[src/rtl/dev_info_arbiter.sv]
// ---------------------------------------------------------------------------
// dev_info_arbiter
//
// Shares one device-info register slave between two read-only requesters:
// requester 0 (host CPU) and requester 1 (MKIO terminal). Only one read is
// ever outstanding. Ties are broken round-robin, and r0 wins the first tie
// after reset.
//
// Optional feature macro: DEV_INFO_ARB_TIMEOUT_EN
//   When defined, a read that waits TIMEOUT_CYCLES cycles without slave data
//   is aborted. The winner then receives 32'hDEAD_0000 | address, and
//   err_timeout pulses for one cycle. When undefined, the arbiter waits for
//   the slave indefinitely and err_timeout is tied low.
//
// Ports
//   clk, reset                  clock (rising edge), async active-high reset
//   rN_address [2:0]            register index from requester N
//   rN_read                     read request, held until accepted
//   rN_waitrequest              low for the single accept cycle
//   rN_readdata [31:0]          last data returned to requester N
//   rN_readdatavalid            one-cycle data strobe to requester N
//   m_address [2:0], m_read     request to the device-info slave
//   m_readdata [31:0]           data from the slave
//   m_readdatavalid             data strobe from the slave
//   err_timeout                 one-cycle pulse when a read is aborted
// ---------------------------------------------------------------------------
module dev_info_arbiter #(
   parameter int TIMEOUT_CYCLES = 16
) (
   input  logic        clk,
   input  logic        reset,
   input  logic [2:0]  r0_address,
   input  logic        r0_read,
   output logic        r0_waitrequest,
   output logic [31:0] r0_readdata,
   output logic        r0_readdatavalid,
   input  logic [2:0]  r1_address,
   input  logic        r1_read,
   output logic        r1_waitrequest,
   output logic [31:0] r1_readdata,
   output logic        r1_readdatavalid,
   output logic [2:0]  m_address,
   output logic        m_read,
   input  logic [31:0] m_readdata,
   input  logic        m_readdatavalid,
   output logic        err_timeout
);

   // Catch an out-of-range timeout at elaboration, because the counter is
   // only 8 bits wide.
   if (TIMEOUT_CYCLES < 2 || TIMEOUT_CYCLES > 255) begin : g_bad_timeout_cfg
      $error("dev_info_arbiter: TIMEOUT_CYCLES must be in 2..255");
   end

   typedef enum logic [1:0] {
      IDLE  = 2'd0,
      ISSUE = 2'd1,
      WAIT  = 2'd2
   } state_t;

   state_t      state_q, state_d;
   logic        grant_q;        // requester that owns the current transaction
   logic        last_grant_q;   // requester granted most recently
   logic [2:0]  addr_q;         // address latched at grant
   logic        latch_en;
   logic        win_d;
   logic        rsp_en;
   logic [31:0] rsp_data;

`ifdef DEV_INFO_ARB_TIMEOUT_EN
   localparam logic [7:0] TMO_LAST = 8'(TIMEOUT_CYCLES - 1);
   logic [7:0] tmo_cnt_q;
   logic       tmo_hit;
   logic       err_q;
`endif

   // --- state register ---
   always_ff @(posedge clk or posedge reset) begin
      if (reset) state_q <= IDLE;
      else       state_q <= state_d;
   end

   // --- next-state, arbitration and response selection ---
   always_comb begin
      state_d  = state_q;
      latch_en = 1'b0;
      win_d    = last_grant_q;
      rsp_en   = 1'b0;
      rsp_data = m_readdata;
`ifdef DEV_INFO_ARB_TIMEOUT_EN
      tmo_hit  = 1'b0;
`endif
      case (state_q)
         IDLE: begin
            if (r0_read || r1_read) begin
               latch_en = 1'b1;
               state_d  = ISSUE;
               // On a tie, grant the requester that did not win last time.
               if (r0_read && r1_read) win_d = ~last_grant_q;
               else                    win_d = r1_read;
            end
         end
         ISSUE: state_d = WAIT;
         WAIT: begin
            // Slave data takes priority over a timeout in the same cycle.
            if (m_readdatavalid) begin
               rsp_en  = 1'b1;
               state_d = IDLE;
            end
`ifdef DEV_INFO_ARB_TIMEOUT_EN
            else if (tmo_cnt_q == TMO_LAST) begin
               rsp_en   = 1'b1;
               tmo_hit  = 1'b1;
               rsp_data = 32'hDEAD_0000 | {29'd0, addr_q};
               state_d  = IDLE;
            end
`endif
         end
         default: state_d = IDLE;
      endcase
   end

   // --- grant, address and response registers ---
   always_ff @(posedge clk or posedge reset) begin
      if (reset) begin
         grant_q          <= 1'b0;
         last_grant_q     <= 1'b1;
         addr_q           <= 3'd0;
         r0_readdata      <= 32'd0;
         r1_readdata      <= 32'd0;
         r0_readdatavalid <= 1'b0;
         r1_readdatavalid <= 1'b0;
      end else begin
         r0_readdatavalid <= 1'b0;
         r1_readdatavalid <= 1'b0;
         if (latch_en) begin
            grant_q      <= win_d;
            last_grant_q <= win_d;
            addr_q       <= win_d ? r1_address : r0_address;
         end
         // Only the owner's data register is written; the other holds.
         if (rsp_en) begin
            if (grant_q) begin
               r1_readdata      <= rsp_data;
               r1_readdatavalid <= 1'b1;
            end else begin
               r0_readdata      <= rsp_data;
               r0_readdatavalid <= 1'b1;
            end
         end
      end
   end

`ifdef DEV_INFO_ARB_TIMEOUT_EN
   // --- timeout counter: cleared while in ISSUE so that it starts at zero
   //     on WAIT entry, then counts the WAIT cycles ---
   always_ff @(posedge clk or posedge reset) begin
      if (reset) begin
         tmo_cnt_q <= 8'd0;
         err_q     <= 1'b0;
      end else begin
         err_q <= tmo_hit;
         if (state_q == ISSUE)     tmo_cnt_q <= 8'd0;
         else if (state_q == WAIT) tmo_cnt_q <= tmo_cnt_q + 8'd1;
      end
   end

   assign err_timeout = err_q;
`else
   assign err_timeout = 1'b0;
`endif

   // --- outputs decoded from the state ---
   assign m_read         = (state_q == ISSUE);
   assign m_address      = addr_q;
   assign r0_waitrequest = !((state_q == ISSUE) && !grant_q);
   assign r1_waitrequest = !((state_q == ISSUE) &&  grant_q);

endmodule

[config.mk]
export PLATFORM = sky130hd
export DESIGN_NAME = dev_info_arbiter
export DESIGN_NICKNAME = d
export VERILOG_FILES = /design/src/rtl/dev_info_arbiter.sv
export SDC_FILE = /design/constraint.sdc
export NUM_CORES = 1
export LEC_CHECK = 0
export BUFFER_PORTS_ARGS = -buffer_cell sky130_fd_sc_hd__buf_2
export CAP_MARGIN = 40
export CORE_UTILIZATION = 50
export DETAILED_ROUTE_END_ITERATION = 12
export PLACE_DENSITY = 0.93
export SYNTH_ARGS = -nofsm -noshare
export SYNTH_HDL_FRONTEND = slang
export SYNTH_SLANG_ARGS = --single-unit
[constraint.sdc]
create_clock -name clk -period 4.17 [get_ports clk]
set_input_delay 0.834 -clock clk [delete_from_list [all_inputs] [get_ports clk]]
set_output_delay 0.834 -clock clk [all_outputs]
set_load 0.03 [all_outputs]
### Word level (Yosys, flattened, before mapping)

Cells that the tools add are included.
W data, S select, Z words.

* output and inout port bits: 73
* bits in registers: 73
* bits of input ports: 43

* reduce and logical (&&, ||, !) cells: 11
* equal/unequal tests: 4
* muxes and demuxes: 15
* bitwise logic cells: 2

Operator list (count)
* $mux W1: 11
* $pmux W2 S3: 1
* $reduce_and A2 Y1: 3
* $mux W2: 2
* $ne A2 B2 Y1 const B: 2
* $logic_and A1 B1 Y1: 3
* $logic_not A1 Y1: 3
* $mux W3: 1
* $eq A2 B1 Y1 const B: 1
* $eq A2 B2 Y1 const B: 1
* $logic_not A2 Y1: 1
* $not A1 Y1: 2
* $logic_or A1 B1 Y1: 1

### Depth between registers and ports, before layout

Gate-level depths: netlist (run 1).

* depth after elaboration: 5
* gate-level depth with buffers: 4

### Worst setup path before layout (run 1)

No wires, ideal clock.

* path type: register to output
* from: register state_q[1]
* to: output port r1_waitrequest
* data required time: 3.336 ns
* arrival time: 1.304 ns
* slack: 2.032 ns
* cell stages (with the launch flop): 3
* cells stage by stage: dfrtp_1 nor2b_1 nand2_1

* word-level cells in the longest chain between the ends: 3

Ends and longest elaborated chain
* start: declaration: line 61 `state_t state_q, state_d;`
* start signal: assignment: line 80 `else state_q <= state_d;`
* $eq A2 B1 Y1
* named net m_read: line 43 `output logic m_read,`
* $logic_and A1 B1 Y1: line 177 `assign r1_waitrequest = !((state_q == ISSUE) && grant_q);`
* $logic_not A1 Y1: line 177
* end: declaration: line 39 `output logic r1_waitrequest,`

The timed path passes the listed nets, and every way through them passes these cells.

### Worst setup path after layout (run 1)

* from: register state_q[0]
* to: output port r0_waitrequest

* word-level cells in the longest chain between the ends: 3

Ends and longest elaborated chain
* $eq A2 B1 Y1: line 176 `assign r0_waitrequest = !((state_q == ISSUE) && !grant_q);`
* $logic_and A1 B1 Y1: line 176
* $logic_not A1 Y1: line 176
* end: declaration: line 34 `output logic r0_waitrequest,`

Every way passes these cells.

==> results of run 1 <==
[report_power, final]
group	switching, W	internal [W]	leakage, nW
clock network	0.000237	0.000259	0.0980
registers	0.000192	0.00106	0.884
logic	0.00102	0.000547	0.898
total	0.00145	0.00187	1.88
[final cells by class]
cell class,count,area share [%]
Inverter,3,0.309
Tap cell,70,2.40
Clock inverter,3,0.412
Timing Repair Buffer,119,17.6
Clock buffer,12,4.53
Multi-Input combinational cell,88,24.6
Sequential cell,73,50.2
[cell usage in the layout, fill, tap and decap left out]
| cell | n |
|---|---|
| mux2_2 | 35 |
| or2_2 | 1 |
| buf_2 | 114 |
| a21oi_1 | 2 |
| buf_12 | 1 |
| nor4bb_4 | 1 |
| and3_1 | 4 |
| buf_16 | 1 |
| buf_4 | 3 |
| o21ai_0 | 1 |
| a221o_1 | 3 |
| nor2_1 | 1 |
| dfrtp_1 | 72 |
| clkinv_2 | 3 |
| conb_1 | 1 |
| nand2_1 | 3 |
| nand4b_2 | 1 |
| inv_2 | 1 |
| nand2b_1 | 2 |
| nor3b_1 | 2 |
| clkbuf_8 | 12 |
| a21o_1 | 1 |
| dfstp_2 | 1 |
| mux2_1 | 29 |
| inv_1 | 2 |
| nor2b_1 | 1 |
[routing by layer]
layer,up-vias,routed length [microns]
li1,854,-
met2,72,2970
met4,0,11
met5,-,0
met1,936,2290
met3,2,320
[cells by family after synthesis]
group	synth area share, %
DFF	65.7
muxes	25.9
and+or+nand+nor	3.78
buffers and inverters	2.61
AOI/OAI and AO/OA	1.89
other	0.135
[worst min-delay path by stage]
stage                     depth (start not counted)              end  slack [ns]            start
after floorplan                                   1     last_grant_q        0.50     last_grant_q
after global placement                            1  r0_readdata[13]        0.46  r0_readdata[13]
after detailed placement                          1   r0_readdata[5]        0.47   r0_readdata[5]
after CTS                                         1  r0_readdata[27]        0.49  r0_readdata[27]
after global routing                              1  r0_readdata[27]        0.50  r0_readdata[27]
final                                             1  r0_readdata[23]        0.49  r0_readdata[23]
[flip-flops by register name (all words and copies together), names as in the netlist]
signal,cells
grant_q,1
last_grant_q,1
m_address,3
r0_readdata,32
r0_readdatavalid,1
r1_readdata,32
r1_readdatavalid,1
state_q,2
[per-stage QoR]
step | utilization (%) | hold slack [ns]
6_report | 69.6 | 0.486
5_1_grt | 69.6 | 0.502
4_1_cts | 69.6 | 0.487
3_5_place_dp | 66.1 | 0.470
3_3_place_gp | 65.2 | 0.463
2_1_floorplan | - | 0.503
[critical path: cells and delay by family, from the launching register on]
family                 cells  cell delay (ns)
and+or+nand+nor            2             0.38
buffers and inverters      1             0.18
DFF                        1             0.50
==> results.json, run 1 <==
{
  "vdd_drop_max_mv": 0.518,
  "post_cts_resized": 0,
  "root_buffer": "clkbuf_8",
  "crit-reg2reg-launch": "state_q[0]",
  "design.die.area_sq_um": 5870,
  "groute.usage.overall_pct": 20.6,
  "num_vias": 1864,
  "rows": 26,
  "routedWlPerCell_microns": 15.2,
  "final_max_slew_viol_count": 0,
  "finalNonFillerCells": 368,
  "place_ws_ns": 1.86,
  "worstSetupEndpointType": "primary output",
  "count_of_flip_flops_with_a_built_in_enable_after_synthesis": 0,
  "post_synthesis_cell_area_sq_um": 2780,
  "clk_transition_reported_paths_ns": 0.07,
  "num-fill-cells": 385,
  "antenna_cells": 0,
  "die_w_microns": 76.6,
  "post-synth-top-area-cell": "dfrtp_1",
  "drt_iter0_markers": 29,
  "synth_area_per_cell_sq_um": 16.2,
  "cts_hold_buffers": 0,
  "slowest_stage": "dfrtp_1",
  "p_total_w": 0.00332,
  "synth.net_count": 215,
  "synthDistinctLibCells": 22,
  "num-nets-final": 337,
  "worst_setup_path_start_kind": "flop",
  "core_area_sq_um": 5240,
  "ff_latch_area_sq_um": 1830,
  "cts_setup_buffers": 0,
  "grt_pass1_vias": 1971,
  "gr-usage-met2_pct": 37.2,
  "finalHoldViolCount": 0,
  "grt_max_degree": 33,
  "yosys-top-cells-area": "dfrtp_1 65%, mux2_2 14%, mux2_1 12%",
  "worst_path_largest_cell_delay_ns": 0.50,
  "maxCapViolCount": 0,
  "yosysSeqAreaShare_pct": 65.7,
  "kind_of_critical_path": "flop to primary output",
  "worst-path-max-fanout": 6,
  "initial_core_util_pct": 53.1,
  "cts_tree": "done",
  "post_drt_via_cell_ratio": 5.07,
  "static-leakage-power_nw": 1.88,
  "area_used_by_multi_input_combinational_logic_sq_um": 897,
  "timing.clock.skew_ns": 0.00921,
  "drt_wl_total_microns": 5600,
  "overflow": 0,
  "post-route-period-util_pct": 53.0,
  "power-per-cell-area_nw_per_um2": 910,
  "grt_first_pass_wirelength_microns": 9320,
  "clock_latency_on_the_worst_skew_pair_ns": 0.33,
  "post_dp_cell_area_sq_um": 3460,
  "slew_headroom_pct": 57.3,
  "postRouteAntennaNets": 0,
  "worst_reg2reg_path_length_in_cells": 3,
  "synth_top_area_share_pct": 64.7,
  "p_r_area_growth_vs_syn_pct": 31.0,
  "grt_setup_unrepaired": "false",
  "fmaxAchievable_ghz": 0.453,
  "place.detailed.hpwl_microns": 4160,
  "placed_cell_count": 353,
  "globalRoute.busiestLayer": "met2",
  "yosys_warnings": 0,
  "globalRouteMet1Util_pct": 23.5,
  "globalRouteMet3Util_pct": 5.51,
  "worst_setup_path_startpoint": "state_q[0]",
  "detailedRoute.firstPassIterationCount": 4,
  "design.portCount": 116,
  "clock_tree.buffer_depth": 2,
  "final_design_area_no_fill_sq_um": 3640,
  "ys_dominant_reg_cell": "dfrtp_1",
  "regToRegSetupSlack_ns": 2.24,
  "synth_top_cells_by_count": "72 x dfrtp_1, 35 x mux2_2, 29 x mux2_1",
  "quantity_of_i_o_buffers_inserted_on_ports": 114,
  "finalSetupViolCount": 0,
  "clock-sinks": 73,
  "cp.required_ns": 3.34,
  "r2r-end": "r1_readdata[2]",
  "gp_congestion": 0.698,
  "timing.final.ws_setup_ns": 1.96,
  "synthesis.instances": 172,
  "worst_slew_pin_slew_ns": 0.638,
  "path_cells": "nor2b_1 > nand2b_1 > buf_2",
  "layout-drive-gt1-share_pct": 58.4,
  "post-synth-top-count-cell": "dfrtp_1",
  "min_path_type": "flop to flop",
  "setup_total_negative_slack_ns": 0,
  "die_height_microns": 76.6,
  "critical_path_arrival_ns": 1.37,
  "crit_path_end": "r0_waitrequest",
  "cts_inserted_buffers": 9,
  "share_of_flip_flops_with_an_asynchronous_set_or_reset_after_synthesis_pct": 100,
  "ys_seq_elements": 73,
  "htree_levels": 3,
  "antenna_found_initial": 0,
  "outcome": "complete, no violations",
  "drt_drc_violations_left": 0,
  "finalWorstPathRequiredPeriod_ns": 2.21
}
Power figures use the tool's default switching activity.
==> inputs of run 2 (changes only) <==
Settings changed: CORE_UTILIZATION 50 to 47, PLACE_DENSITY 0.93 to 0.89.
Clock period 4.17 ns to 2.2 ns, I/O delays scaled along.
==> results.json, run 2 (synthesized netlist as in run 1, its figures left out) <==
{
  "setup_total_negative_slack_ns": 0,
  "cts_inserted_buffers": 9,
  "grt_setup_unrepaired": "false",
  "post_cts_resized": 0,
  "initial_core_util_pct": 49.6,
  "gp_congestion": 0.732,
  "design.portCount": 116,
  "finalHoldViolCount": 0,
  "post-route-period-util_pct": 81.4,
  "core_area_sq_um": 5610,
  "vdd_drop_max_mv": 0.850,
  "kind_of_critical_path": "flop to primary output",
  "rows": 27,
  "worst-path-max-fanout": 6,
  "clock_tree.buffer_depth": 2,
  "most_frequent_cells_in_the_layout": "114 x buf_2, 72 x dfrtp_1, 35 x mux2_2",
  "final_util_pct": 65.6,
  "place.detailed.hpwl_microns": 3970,
  "layout-drive-gt1-share_pct": 58.3,
  "power-per-cell-area_nw_per_um2": 1750,
  "worst_setup_path_start_kind": "flop",
  "timing.clock.skew_ns": 0.00734,
  "post_dp_cell_area_sq_um": 3460,
  "grt_first_pass_wirelength_microns": 8690,
  "groute.usage.overall_pct": 18.5,
  "slowest_stage": "dfrtp_1",
  "crit-reg2reg-launch": "state_q[0]",
  "mostFrequentLayoutCell": "buf_2",
  "clock-sinks": 73,
  "final_design_area_no_fill_sq_um": 3680,
  "postRouteAntennaNets": 0,
  "post_drt_via_cell_ratio": 4.92,
  "cts_tree": "done",
  "design.die.area_sq_um": 6230,
  "num_vias": 1830,
  "finalSetupViolCount": 0,
  "critical_path_arrival_ns": 1.35,
  "detailedRoute.firstPassIterationCount": 4,
  "quantity_of_i_o_buffers_inserted_on_ports": 114,
  "clock_latency_on_the_worst_skew_pair_ns": 0.33,
  "r2r-end": "r0_readdata[29]",
  "p_total_w": 0.00644,
  "die_w_microns": 78.9,
  "fmaxAchievable_ghz": 0.559,
  "cts_setup_buffers": 0,
  "antenna_found_initial": 0,
  "root_buffer": "clkbuf_8",
  "htree_levels": 3,
  "num-nets-final": 338,
  "grt_max_degree": 37,
  "routedWlPerCell_microns": 14.1,
  "worstSetupEndpointType": "primary output",
  "die_height_microns": 78.9,
  "overflow": 0,
  "maxCapViolCount": 0,
  "antenna_cells": 0,
  "cp.required_ns": 1.76,
  "outcome": "complete, no violations",
  "min_path_type": "input pin to asynchronous set/reset pin",
  "grt_pass1_vias": 1930,
  "drt_drc_violations_left": 0,
  "finalWorstPathRequiredPeriod_ns": 1.79,
  "path_cells": "nor2b_1 > nand2_1 > buf_2",
  "num-fill-cells": 426,
  "final_max_slew_viol_count": 0,
  "worst_reg2reg_path_length_in_cells": 3,
  "drt_iter0_markers": 54,
  "drt_wl_total_microns": 5250,
  "static-leakage-power_nw": 1.89,
  "p_r_area_growth_vs_syn_pct": 32.2,
  "clk_transition_reported_paths_ns": 0.07,
  "cts_hold_buffers": 0,
  "regToRegSetupSlack_ns": 0.64,
  "worst_path_largest_cell_delay_ns": 0.47
}
-- run 2: final cells by class --
type / count / area, sq um / share of cell area [%]
clock buffer: 11 / 141 / 3.84
clock inverter: 5 / 78.8 / 2.14
inverter: 3 / 15.0 / 0.408
multi-input combinational: 88 / 897 / 24.4
sequential: 73 / 1830 / 49.7
tap: 72 / 90.1 / 2.45
timing repair buffer: 120 / 628 / 17.1
-- run 2: metal layers --
| metal | vias to the layer above | routed length (microns) | GRT usage, % |
|---|---|---|---|
| li1 | 850 | - | - |
| met1 | 891 | 2230 | 21.5 |
| met2 | 80 | 2640 | 31.6 |
| met3 | 9 | 310 | 5.06 |
| met4 | 0 | 68 | 8.91 |
| met5 | - | 0 | 0 |
-- run 2: metrics by stage --
stage / worst slack, ns / hold slack (ns) / cells
final: 0.410 / 0.112 / 372
after global routing: 0.252 / 0.115 / 372
after CTS: 0.388 / 0.107 / 372
after detailed placement: 0.538 / 0.469 / 356
after global placement: 0.577 / 0.463 / 356
after floorplan: 0.456 / 0.503 / 172
-- run 2: critical path: cells and delay by family (launching register included) --
family                 cells  cell delay (ns)
AND/OR/NAND/NOR            2             0.38
buffers and inverters      1             0.18
flip-flops                 1             0.47
-- run 2: how the worst max path moves through the flow --
stage | startpoint | endpoint | slack (ns) | cells past startpoint
2_1_floorplan | state_q[1] | r1_waitrequest | 0.46 | 2
3_3_place_gp | m_readdatavalid | r0_readdata[29] | 0.58 | 4
3_5_place_dp | m_readdatavalid | r0_readdata[28] | 0.54 | 4
4_1_cts | state_q[0] | r1_waitrequest | 0.39 | 3
5_1_grt | state_q[0] | r1_waitrequest | 0.25 | 3
6_report | state_q[0] | r1_waitrequest | 0.41 | 3
-- run 2: report_power, final --
part | internal [W] | leakage [nW] | switching (W)
combinational | 0.00103 | 0.888 | 0.00192
sequential | 0.00201 | 0.884 | 0.000352
clock | 0.000668 | 0.113 | 0.000458
total | 0.00371 | 1.89 | 0.00273
==> inputs of run 3 (changes only) <==
Settings changed: ABC_AREA set to 1, CORE_UTILIZATION 47 to 44, PLACE_DENSITY 0.89 to 0.86.
Clock period 2.2 ns to 1.6 ns, I/O delays scaled along.
==> results.json, run 3 <==
{
  "worst_setup_path_startpoint": "state_q[1]",
  "grt_setup_unrepaired": "false",
  "ff_latch_area_sq_um": 1830,
  "worst-path-max-fanout": 3,
  "crit_path_frequent_cell": "nand2_1",
  "clock-sinks": 73,
  "design.die.area_sq_um": 7320,
  "share_of_flip_flops_with_an_asynchronous_set_or_reset_after_synthesis_pct": 100,
  "fmaxAchievable_ghz": 0.668,
  "grt_first_pass_wirelength_microns": 10100,
  "die_height_microns": 85.6,
  "net-switching-power_w": 0.00406,
  "r2r-end": "m_address[1]",
  "finalHoldViolCount": 0,
  "yosys-top-cells-area": "dfrtp_1 59%, o21ai_2 13%, nand2_1 9.7%",
  "num_vias": 2315,
  "cts_inserted_buffers": 9,
  "path_cells": "inv_2 > nand2_1 > inv_1 > nand2_1 > buf_2",
  "pwr-share-comb_pct": 47.1,
  "ys_dominant_reg_cell": "dfrtp_1",
  "grt_pass1_vias": 2312,
  "worst_reg2reg_path_length_in_cells": 7,
  "vdd_drop_max_mv": 0.877,
  "cts_tree": "done",
  "timing.final.ws_setup_ns": 0.103,
  "place.detailed.hpwl_microns": 4260,
  "grt_max_degree": 34,
  "finalNonFillerCells": 502,
  "crit-reg2reg-launch": "state_q[1]",
  "num-nets-final": 460,
  "drt_drc_violations_left": 0,
  "finalSetupViolCount": 0,
  "drt_wl_total_microns": 5920,
  "post-synth-top-area-cell": "dfrtp_1",
  "p_r_area_growth_vs_syn_pct": 28.6,
  "design.portCount": 116,
  "synthDistinctLibCells": 16,
  "layout-drive-gt1-share_pct": 45.0,
  "final_design_area_no_fill_sq_um": 3950,
  "yosysSeqAreaShare_pct": 59.5,
  "post_synthesis_cell_area_sq_um": 3070,
  "antenna_cells": 0,
  "static-leakage-power_nw": 2.25,
  "initial_core_util_pct": 45.5,
  "drt_iter0_markers": 77,
  "min_path_type": "input pin to asynchronous set/reset pin",
  "worst_path_largest_cell_delay_ns": 0.40,
  "clock_tree.buffer_depth": 2,
  "root_buffer": "clkbuf_8",
  "regToRegSetupSlack_ns": 0.30,
  "cp.required_ns": 1.28,
  "timing.clock.skew_ns": 0.00947,
  "setup_total_negative_slack_ns": 0,
  "yosys_warnings": 0,
  "mostFrequentLayoutCell": "buf_2",
  "worst_setup_path_start_kind": "flop",
  "num-fill-cells": 598,
  "power.sequential.fraction_pct": 35.0,
  "routedWlPerCell_microns": 11.8,
  "place_ws_ns": 0.402,
  "finalWorstPathRequiredPeriod_ns": 1.50,
  "postRouteAntennaNets": 0,
  "post-route-period-util_pct": 93.6,
  "count_of_flip_flops_with_a_built_in_enable_after_synthesis": 0,
  "crit_path_end": "r1_waitrequest",
  "critical_path_buf_inv_count": 3,
  "power-per-cell-area_nw_per_um2": 2270,
  "core_area_sq_um": 6760,
  "post_dp_cell_area_sq_um": 3710,
  "synth_area_per_cell_sq_um": 10.2,
  "overflow": 0,
  "most_frequent_cells_in_the_layout": "114 x buf_2, 79 x nand2_1, 72 x dfrtp_1",
  "post-synth-top-count-cell": "nand2_1",
  "placed_cell_count": 485,
  "antenna_found_initial": 0,
  "detailedRoute.firstPassIterationCount": 4,
  "groute.usage.overall_pct": 17.6,
  "post_drt_via_cell_ratio": 4.61,
  "critical_path_arrival_ns": 1.18,
  "critical_path_cell_count": 5,
  "final_max_slew_viol_count": 0,
  "pwr-share-clk_pct": 18.0,
  "synth_top_cells_by_count": "79 x nand2_1, 72 x dfrtp_1, 48 x inv_1",
  "quantity_of_i_o_buffers_inserted_on_ports": 114,
  "area_used_by_multi_input_combinational_logic_sq_um": 907,
  "outcome": "complete, no violations",
  "htree_levels": 3,
  "sw_frac_of_total_pct": 45.3,
  "cpLargestDelayFamily": "flip-flops",
  "synthesis.instances": 300,
  "die_w_microns": 85.6,
  "rows": 30,
  "clk_transition_reported_paths_ns": 0.08,
  "slowest_stage": "dfrtp_1",
  "synth.net_count": 343,
  "clock_latency_on_the_worst_skew_pair_ns": 0.33,
  "post_cts_resized": 0,
  "synth_top_area_share_pct": 58.7,
  "gp_congestion": 0.796,
  "p_int_w": 0.00490,
  "maxCapViolCount": 0,
  "worstSetupEndpointType": "primary output",
  "ys_seq_elements": 73,
  "kind_of_critical_path": "flop to primary output"
}
## run 3: cell types whose count changed in the layout (fill, tap and decap cells not counted), sizes merged, moves of 2 or more
cell,delta
nand2,+76
o21ai,+67
a21oi,-2
nor3b,-2
inv,+47
nand2b,-2
mux2,-64
and3,-4
a221o,-3
nand3,+13
## run 3: cells by family (layout without fill, tap and decap cells)
group / count (synthesis) / count (layout) / synth area share [%]
flip-flops: 73 / 73 / 59.5
AO/OA/AOI/OAI: 68 / 68 / 16.8
AND/OR/NAND/NOR: 94 / 94 / 12.6
other: 1 / 1 / 0.122
buffers and inverters: 64 / 186 / 11.0
## run 3: power groups by stage
stage                     combinational (W)  sequential (W)  clock [W]
after floorplan                     0.00154         0.00469          0
after global placement              0.00414         0.00312          0
after detailed placement            0.00425         0.00315          0
after CTS                           0.00425         0.00313    0.00166
after global routing                0.00459         0.00322    0.00172
final                               0.00421         0.00313    0.00161
## run 3: worst reg2reg max path: stages, from the launching register on
cell,delay (ns)
dfrtp_1,0.40
buf_4,0.14
nor2_1,0.23
nand2_1,0.08
nand2_1,0.13
nand3_1,0.09
nand3_1,0.07
nand2_1,0.06
## run 3: repair_timing
item                                    4_1_cts  5_1_grt
endpoints found under the setup margin        0        2
hold buffers                                  0        0
buffers inserted                              0        1
## run 3: layout make-up
cell class,instances,share of cell area [%]
tap,80,2.53
inverter,49,4.75
clock inverter,6,2.28
sequential,73,46.3
clock buffer,10,3.49
multi-input combinational,163,23.0
timing repair buffer,121,17.7
## run 3: how the worst min path moves through the flow
| stage | start | endpoint | slack, ns |
|---|---|---|---|
| 4_1_cts | reset | m_address[0] | 0.009 |
| 3_5_place_dp | reset | m_address[2] | 0.38 |
| 2_1_floorplan | m_readdatavalid | state_q[1] | 0.43 |
| 6_report | reset | r1_readdata[3] | 0.007 |
| 3_3_place_gp | reset | m_address[0] | 0.37 |
| 5_1_grt | reset | r0_readdata[4] | 0.01 |
## run 3: per-stage QoR
stage / power [W] / hold WS, ns / utilization [%]
final: 0.00895 / 0.00734 / 58.4
after global routing: 0.00953 / 0.0122 / 58.4
after CTS: 0.00904 / 0.00889 / 58.3
after detailed placement: 0.00740 / 0.383 / 55.0
after global placement: 0.00727 / 0.374 / 55.0
after floorplan: 0.00624 / 0.427 / -
## run 3: per-layer routing
layer	part of all wire [%]	GRT usage, %
met1	45	20.8
met2	49	30.5
met3	5.7	5.68
met4	0.42	5.45
met5	0	0
